$ cat src/rtl/alu_seq_ctrl.sv
`default_nettype none
// ============================================================================
//  Module      : alu_seq_ctrl
//  Description : Byte-stream sequencer for the 8-bit ALU core. It collects the
//                operands, presents them to the ALU for one execute cycle and
//                captures result and flags behind a valid/ready output stage.
//                It also supports accumulator chaining and an operand-B
//                watchdog.
//  Revision    : 1.0 - initial release
// ============================================================================
module alu_seq_ctrl #(
    parameter int unsigned TIMEOUT_CYCLES = 255
) (
    input  logic       clk,
    input  logic       rst,
    input  logic       in_valid,
    output logic       in_ready,
    input  logic [7:0] in_data,
    input  logic [2:0] in_op,
    input  logic       in_chain,
    output logic [7:0] alu_a,
    output logic [7:0] alu_b,
    output logic [2:0] alu_op,
    input  logic [7:0] alu_r,
    input  logic [3:0] alu_flags,
    output logic       out_valid,
    input  logic       out_ready,
    output logic [7:0] out_data,
    output logic [3:0] out_flags,
    output logic [7:0] op_count,
    output logic       err,
    output logic       busy
);

    localparam logic [1:0] S_A    = 2'd0;
    localparam logic [1:0] S_B    = 2'd1;
    localparam logic [1:0] S_EXEC = 2'd2;
    localparam logic [1:0] S_OUT  = 2'd3;

    localparam logic [8:0] c_timeout = 9'(TIMEOUT_CYCLES);

    logic [1:0] r_state;
    logic [7:0] r_acc;
    logic       r_acc_valid;
    logic [7:0] r_wdog;

    logic       w_accept;
    logic       w_unary;
    logic [8:0] w_wdog_next;
    logic       w_timeout;

    // Handshake and watchdog decode from current state and inputs
    always_comb begin
        in_ready    = (r_state == S_A) || (r_state == S_B);
        busy        = (r_state != S_A);
        w_accept    = in_valid && in_ready;
        // Opcodes 1xx (shifts/unary ops) take no B operand
        w_unary     = in_op[2];
        w_wdog_next = {1'b0, r_wdog} + 9'd1;
        // A zero timeout disables the abort entirely
        w_timeout   = (c_timeout != 9'd0) && (w_wdog_next == c_timeout);
    end

    // Sequencer state, ALU operand registers, output stage and counters
    always_ff @(posedge clk) begin
        if (rst) begin
            r_state     <= S_A;
            alu_a       <= 8'h00;
            alu_b       <= 8'h00;
            alu_op      <= 3'b000;
            out_data    <= 8'h00;
            out_flags   <= 4'h0;
            out_valid   <= 1'b0;
            op_count    <= 8'h00;
            err         <= 1'b0;
            r_acc       <= 8'h00;
            r_acc_valid <= 1'b0;
            r_wdog      <= 8'h00;
        end else begin
            // err is a single-cycle pulse; only the timeout branch raises it
            err <= 1'b0;
            case (r_state)
                S_A: begin
                    if (w_accept) begin
                        alu_op <= in_op;
                        if (in_chain) begin
                            alu_a   <= r_acc_valid ? r_acc : 8'h00;
                            alu_b   <= w_unary ? 8'h00 : in_data;
                            r_state <= S_EXEC;
                        end else if (w_unary) begin
                            alu_a   <= in_data;
                            alu_b   <= 8'h00;
                            r_state <= S_EXEC;
                        end else begin
                            alu_a   <= in_data;
                            r_wdog  <= 8'h00;
                            r_state <= S_B;
                        end
                    end
                end
                S_B: begin
                    if (w_accept) begin
                        // in_op / in_chain are don't-care on the B beat
                        alu_b   <= in_data;
                        r_state <= S_EXEC;
                    end else if (w_timeout) begin
                        err     <= 1'b1;
                        r_wdog  <= 8'h00;
                        r_state <= S_A;
                    end else if (r_wdog != 8'hFF) begin
                        // Saturate so a disabled watchdog cannot wrap
                        r_wdog <= w_wdog_next[7:0];
                    end
                end
                S_EXEC: begin
                    out_data    <= alu_r;
                    out_flags   <= alu_flags;
                    r_acc       <= alu_r;
                    r_acc_valid <= 1'b1;
                    out_valid   <= 1'b1;
                    r_state     <= S_OUT;
                end
                S_OUT: begin
                    if (out_ready) begin
                        out_valid <= 1'b0;
                        op_count  <= op_count + 8'd1;
                        r_state   <= S_A;
                    end
                end
                default: r_state <= S_A;
            endcase
        end
    end

endmodule
`default_nettype wire

$ cat config.mk
export PLATFORM = sky130hd
export DESIGN_NAME = alu_seq_ctrl
export DESIGN_NICKNAME = d
export VERILOG_FILES = /design/src/rtl/alu_seq_ctrl.sv
export SDC_FILE = /design/constraint.sdc
export NUM_CORES = 1
export LEC_CHECK = 0
export ABC_AREA = 1
export CAP_MARGIN = 20
export CELL_PAD_IN_SITES_DETAIL_PLACEMENT = 0
export CELL_PAD_IN_SITES_GLOBAL_PLACEMENT = 1
export CORE_MARGIN = 4
export CORE_UTILIZATION = 33
export CTS_CLUSTER_DIAMETER = 120
export DETAILED_ROUTE_END_ITERATION = 7
export PLACE_DENSITY_LB_ADDON = 0.3
export SKIP_CTS_REPAIR_TIMING = 1
export SYNTH_ARGS = -nofsm -noshare
export SYNTH_HDL_FRONTEND = slang
export SYNTH_SLANG_ARGS = --single-unit
export TNS_END_PERCENT = 10
$ cat constraint.sdc
create_clock -name clk -period 1.8 [get_ports clk]
set_clock_uncertainty 0.15 [all_clocks]
set_input_delay 0.18 -clock clk [delete_from_list [all_inputs] [get_ports clk]]
set_output_delay 0.18 -clock clk [all_outputs]
set_load 0.02 [all_outputs]
# Word level (Yosys, flattened, before mapping)
# Cells that the tools add are included.
[op_classes] reduce_logical=13 mux=25 bitwise=1 addsub=2 n_eq_ne=14
[op_table] cell="8-bit 2-to-1 mux" n=13
[op_table] cell="8-bit one-hot mux with 2 select lines" n=2
[op_table] cell="2-bit 2-to-1 mux" n=6
[op_table] cell="2-bit != test (second input constant)" n=6
[op_table] cell="8-bit by 1-bit adder with 9-bit output (second input constant)" n=1
[op_table] cell="9-bit by 8-bit == test with 1-bit output (second input constant)" n=1
[op_table] cell="8-bit by 1-bit adder with 8-bit output (second input constant)" n=1
[op_table] cell="8-bit != test (second input constant)" n=1
[op_table] cell="2-bit one-hot mux with 4 select lines" n=1
[op_table] cell="3-bit != test (second input constant)" n=2
[op_table] cell="2-bit AND reduction" n=3
[op_table] cell="6-bit AND reduction" n=1
[op_table] cell="2-bit nonzero test" n=3
[op_table] cell="2-bit == test (second input constant)" n=2
[op_table] cell="4-bit AND reduction" n=1
[op_table] cell="3-bit by 2-bit != test with 1-bit output (second input constant)" n=1
[op_table] cell="3-bit AND reduction" n=1
[op_table] cell="3-bit OR reduction" n=1
[op_table] cell="2-bit by 1-bit == test with 1-bit output (second input constant)" n=1
[op_table] cell="2-bit zero test" n=1
[op_table] cell="1-bit 2-to-1 mux" n=2
[op_table] cell="1-bit one-hot mux with 2 select lines" n=1
[op_table] cell="1-bit logical AND" n=1
[op_table] cell="1-bit logical OR" n=1
[op_table] cell="1-bit inverter" n=1
[totals] word_cells=66 ff_bits=52 input_bits=28 output_inout_bits=43

# Logic depth before layout (Yosys ltp)
[logic_depth] word_depth=5 depth_mapped=13

# Worst setup path after synthesis
# OpenSTA, ideal clock, no wires.
[synth_timing] path_kind="flip-flop to flip-flop" from="reg r_wdog[1]" to="reg r_wdog[3]" arrival_time_ns=1.398 required_time_ns=1.537 period_less_slack_ns=1.661 path_slack_ns=0.139 path_stages_with_launch=11 path_cell_list="dfxtp_1 -> ha_1 -> nand3_1 -> xor2_1 -> nor2_2 -> nand2_2 -> nand3_2 -> nand2_4 -> inv_4 -> nor2_1 -> nor2_1"
[synth_via] elab_chain_cells=5 word_cells_on_any_way=9
[synth_rtl] item="from (decl)" line_no="45" text="logic [7:0] r_wdog;"
[synth_rtl] item="from (signal assigned)" line_no="112" text="r_wdog <= w_wdog_next[7:0];"
[synth_rtl] item="8-bit by 1-bit adder with 9-bit output" line_no="59" text="w_wdog_next = {1'b0, r_wdog} + 9'd1;"
[synth_rtl] item="9-bit by 8-bit == test with 1-bit output or 8-bit 2-to-1 mux (tied branches)" line_no="61, 110"
[synth_rtl] item="8-bit 2-to-1 mux" line_no="106" text="end else if (w_timeout) begin"
[synth_rtl] item="8-bit 2-to-1 mux" line_no="102" text="if (w_accept) begin"
[synth_rtl] item="8-bit one-hot mux with 2 select lines" line_no="82" text="case (r_state)"
# Parallel ways exist; a longest one is shown, timed or not. The select of a mux whose other input is x is not followed.
# A chain may end at the register's enable or synchronous reset.

# Final worst setup path
[layout_timing] from="reg r_wdog[0]" to="reg r_wdog[7]"
# The elaborated chain is that of the path after synthesis.

==> impl_metrics.env <==
export IMPL_finalSetupViolCount=0
export IMPL_numClockSinks=52
export IMPL_maxSlewViolCount=0
export IMPL_gp_congestion=0.845
export IMPL_startpoint="r_wdog[0]$_SDFFE_PP0P_"
export IMPL_post_route_util_pct=49.8
export IMPL_syn_nets=359
export IMPL_cellLeakagePower_nw=1.39
export IMPL_grt_first_pass_wirelength_um=10600
export IMPL_finalInstanceArea_mm2=0.00344
export IMPL_post_synth_top_area_cell="dfxtp_1"
export IMPL_seqCellArea_mm2=0.00105
export IMPL_min_to="out_flags[0]$_SDFFE_PP0P_"
export IMPL_fin_ws_ns=0.0289
export IMPL_status="finished clean"
export IMPL_drt_drc_violations_left=0
export IMPL_grt_pass1_vias=2292
export IMPL_start_kind="flop"
export IMPL_drt_wl_total_um=6570
export IMPL_post_route_min_period_ns=1.77
export IMPL_die_w_um=92.8
export IMPL_yosys_top_cells_area="dfxtp_1, nor2_1, o21ai_0"
export IMPL_clk_pin_slew_ns=0.09
export IMPL_path_max_fanout=3
export IMPL_fp_row_count=30
export IMPL_critPathCaptureType="flop"
export IMPL_portBuffers=70
export IMPL_worstPathCellList="buf_6, inv_4, ha_1, nand2_1, nor2_2, nand2_2, nor2_2, nand2_2, buf_6, nand2_1, nor2_1, o21ai_1, inv_1"
export IMPL_synth_area_mm2=0.00237
export IMPL_yosys_warnings=0
export IMPL_hp_start="alu_flags[0]"
export IMPL_holdWs_ns=0.312
export IMPL_total_power_mw=3.47
export IMPL_worst_pin_slew_ns=0.699
export IMPL_p_per_area_mw_per_mm2=1010
export IMPL_r2r_cells=13
export IMPL_first_pass_iters=4
export IMPL_dpl_hpwl_um=5010
export IMPL_ys_seq_area_share_pct=43.9
export IMPL_num_antenna_cells=0
export IMPL_track_usage_pct=15.2
export IMPL_cp_data_arrival_time_ns=1.82
export IMPL_critical_path_max_stage_delay_ns=0.35
export IMPL_yosysTopAreaCellShare_pct=43.9
export IMPL_r2r_end="r_wdog[7]$_SDFFE_PP0P_"
export IMPL_cp_slowest_cell="dfxtp_2"
export IMPL_layout_drive_gt1_share_pct=14.8
export IMPL_hold_viol_final=0
export IMPL_max_freq_mhz=565
export IMPL_vias_per_cell=4.60
export IMPL_core_mm2=0.00691
export IMPL_finalCritPeriodShare_pct=98.4
export IMPL_cap_violations=0
export IMPL_vias=2337
export IMPL_vdd_ir_drop_max_mv=0.436
export IMPL_ant_nets=0
export IMPL_tns_ns=0
export IMPL_synthDistinctLibCells=32
export IMPL_cts_tree="done"
export IMPL_synth_seq_cells=52
export IMPL_cts_htree_levels=2
export IMPL_whs_path_depth=3
export IMPL_grt_max_degree=22
export IMPL_multi_input_area_mm2=0.00114
export IMPL_wl_per_cell_um=12.9
export IMPL_reg2reg_slack_ns=0.03
export IMPL_r2r_start="r_wdog[0]$_SDFFE_PP0P_"
export IMPL_dpl_cell_area_mm2=0.00325
export IMPL_dieArea_mm2=0.00861
export IMPL_maxSlewHeadroom_pct=53.3
export IMPL_ctsRootBufferMaster="clkbuf_8"
export IMPL_grt_antenna_before_repair=0
export IMPL_die_h_um=92.8
export IMPL_grt_overflow_total=0
export IMPL_clockBufferDepth=2
export IMPL_fillers=723
export IMPL_hp_class="in -> reg"
export IMPL_synth_area_per_cell_um2=7.23
export IMPL_cp_required_ns=1.84
export IMPL_numPlacedInstances=499
export IMPL_critPathKind="reg -> reg"
export IMPL_stdcell_count=508
export IMPL_start_util_pct=34.3
export IMPL_cts_buffers=5
export IMPL_io_pins=71
export IMPL_clk_insertion_delay_late_ns=0.29
export IMPL_num_nets_final=442
export IMPL_dpl_worst_slack_ns=-0.0331
export IMPL_drt_iter0_markers=130
export IMPL_syn_to_final_growth_pct=45.1
export IMPL_syn_inst=328
export IMPL_rsz0062_at_grt="yes"
-- worst max-delay path, delay by kind of cell (launching register included) --
family	cells	cell delay [ns]
AO/OA/AOI/OAI	1	0.13
adder cells (fa/ha/maj)	1	0.15
buffers and inverters	4	0.37
flip-flops	1	0.35
AND/OR/NAND/NOR	7	0.52
-- Yosys cell counts --
library cell  count
nor2_1           66
dfxtp_1          52
nand2_1          36
inv_1            35
o21ai_0          32
nand3_1          19
a21oi_1          18
o21ai_1           9
clkbuf_1          7
o22ai_1           7
nand4_1           6
nor2_2            5
inv_2             4
xor2_1            4
ha_1              3
nand2_2           3
buf_1             2
buf_6             2
nand3_2           2
nor3_1            2
nor4_1            2
o21bai_1          2
a211oi_1          1
and3_1            1
buf_2             1
bufinv_8          1
clkbuf_8          1
inv_4             1
nand2_4           1
nand3b_1          1
nor3_2            1
o21ai_2           1
-- routing by layer --
layer / wire [um] / up-vias / GRT usage, % / part of all wire, %
li1: - / 1233 / - / -
met1: 2920 / 1040 / 17.9 / 44
met2: 3090 / 62 / 26.4 / 47
met3: 530 / 2 / 5.28 / 8.1
met4: 35 / 0 / 3.66 / 0.53
met5: 0 / - / 0 / 0
-- placed cells by master, fill, tap and decap left out, drive strengths merged --
| cell type | count |
|---|---|
| nor2 | 71 |
| clkdlybuf4s50 | 68 |
| dfxtp | 52 |
| o21ai | 42 |
| inv | 40 |
| nand2 | 40 |
| nand3 | 21 |
| buf | 19 |
| a21oi | 18 |
| clkbuf | 8 |
| o22ai | 7 |
| nand4 | 6 |
| xor2 | 4 |
| nor3 | 3 |
| ha | 3 |
| o21bai | 2 |
| dlymetal6s2s | 2 |
| nor4 | 2 |
| nand3b | 1 |
| bufinv | 1 |
| a211oi | 1 |
| and3 | 1 |
-- power by group --
part	switching [mW]	internal (mW)	leakage, nW
registers	0.143	1.34	0.429
logic	0.717	0.590	0.919
clock network	0.363	0.315	0.0455
-- kinds of logic (layout without fill, tap and decap cells) --
kind of cell / Yosys count / in the layout / share of synthesized area [%]
simple gates: 145 / 145 / 27.1
compound gates: 70 / 70 / 15.6
buf+inv: 54 / 138 / 10.3
flops: 52 / 52 / 43.9
xor+xnor: 4 / 4 / 1.48
fa+ha+maj: 3 / 3 / 1.58
-- registers in the layout (all words and copies together) (netlist names) --
name and count:
r_wdog 8, op_count 8, r_state 2, alu_a 8, out_valid 1, err 1, out_flags 4, alu_b 8
r_acc_valid 1, r_acc 8, alu_op 3
-- area by class of cell --
cell class | count | area share (%)
well taps | 96 | 3.49
multi-input cells | 222 | 33.3
repair buffers | 89 | 25.1
flip-flops and latches | 52 | 30.5
clock buffers | 8 | 2.62
inverters | 41 | 5.02
-- how the worst max path moves through the flow --
stage / slack, ns / depth (start not counted) / endpoint
5_1_grt: -0.10 / 13 / r_state[0]$_SDFFE_PP0P_
4_1_cts: -0.1 / 3 / busy
6_report: 0.03 / 13 / r_wdog[7]$_SDFFE_PP0P_
3_5_place_dp: -0.03 / 10 / r_wdog[4]$_SDFFE_PP0P_
3_3_place_gp: 0.01 / 10 / op_count[7]$_SDFFE_PP0P_
2_1_floorplan: 0.14 / 10 / r_wdog[3]$_SDFFE_PP0P_
Note: power is estimated with default switching activity, not from simulation.
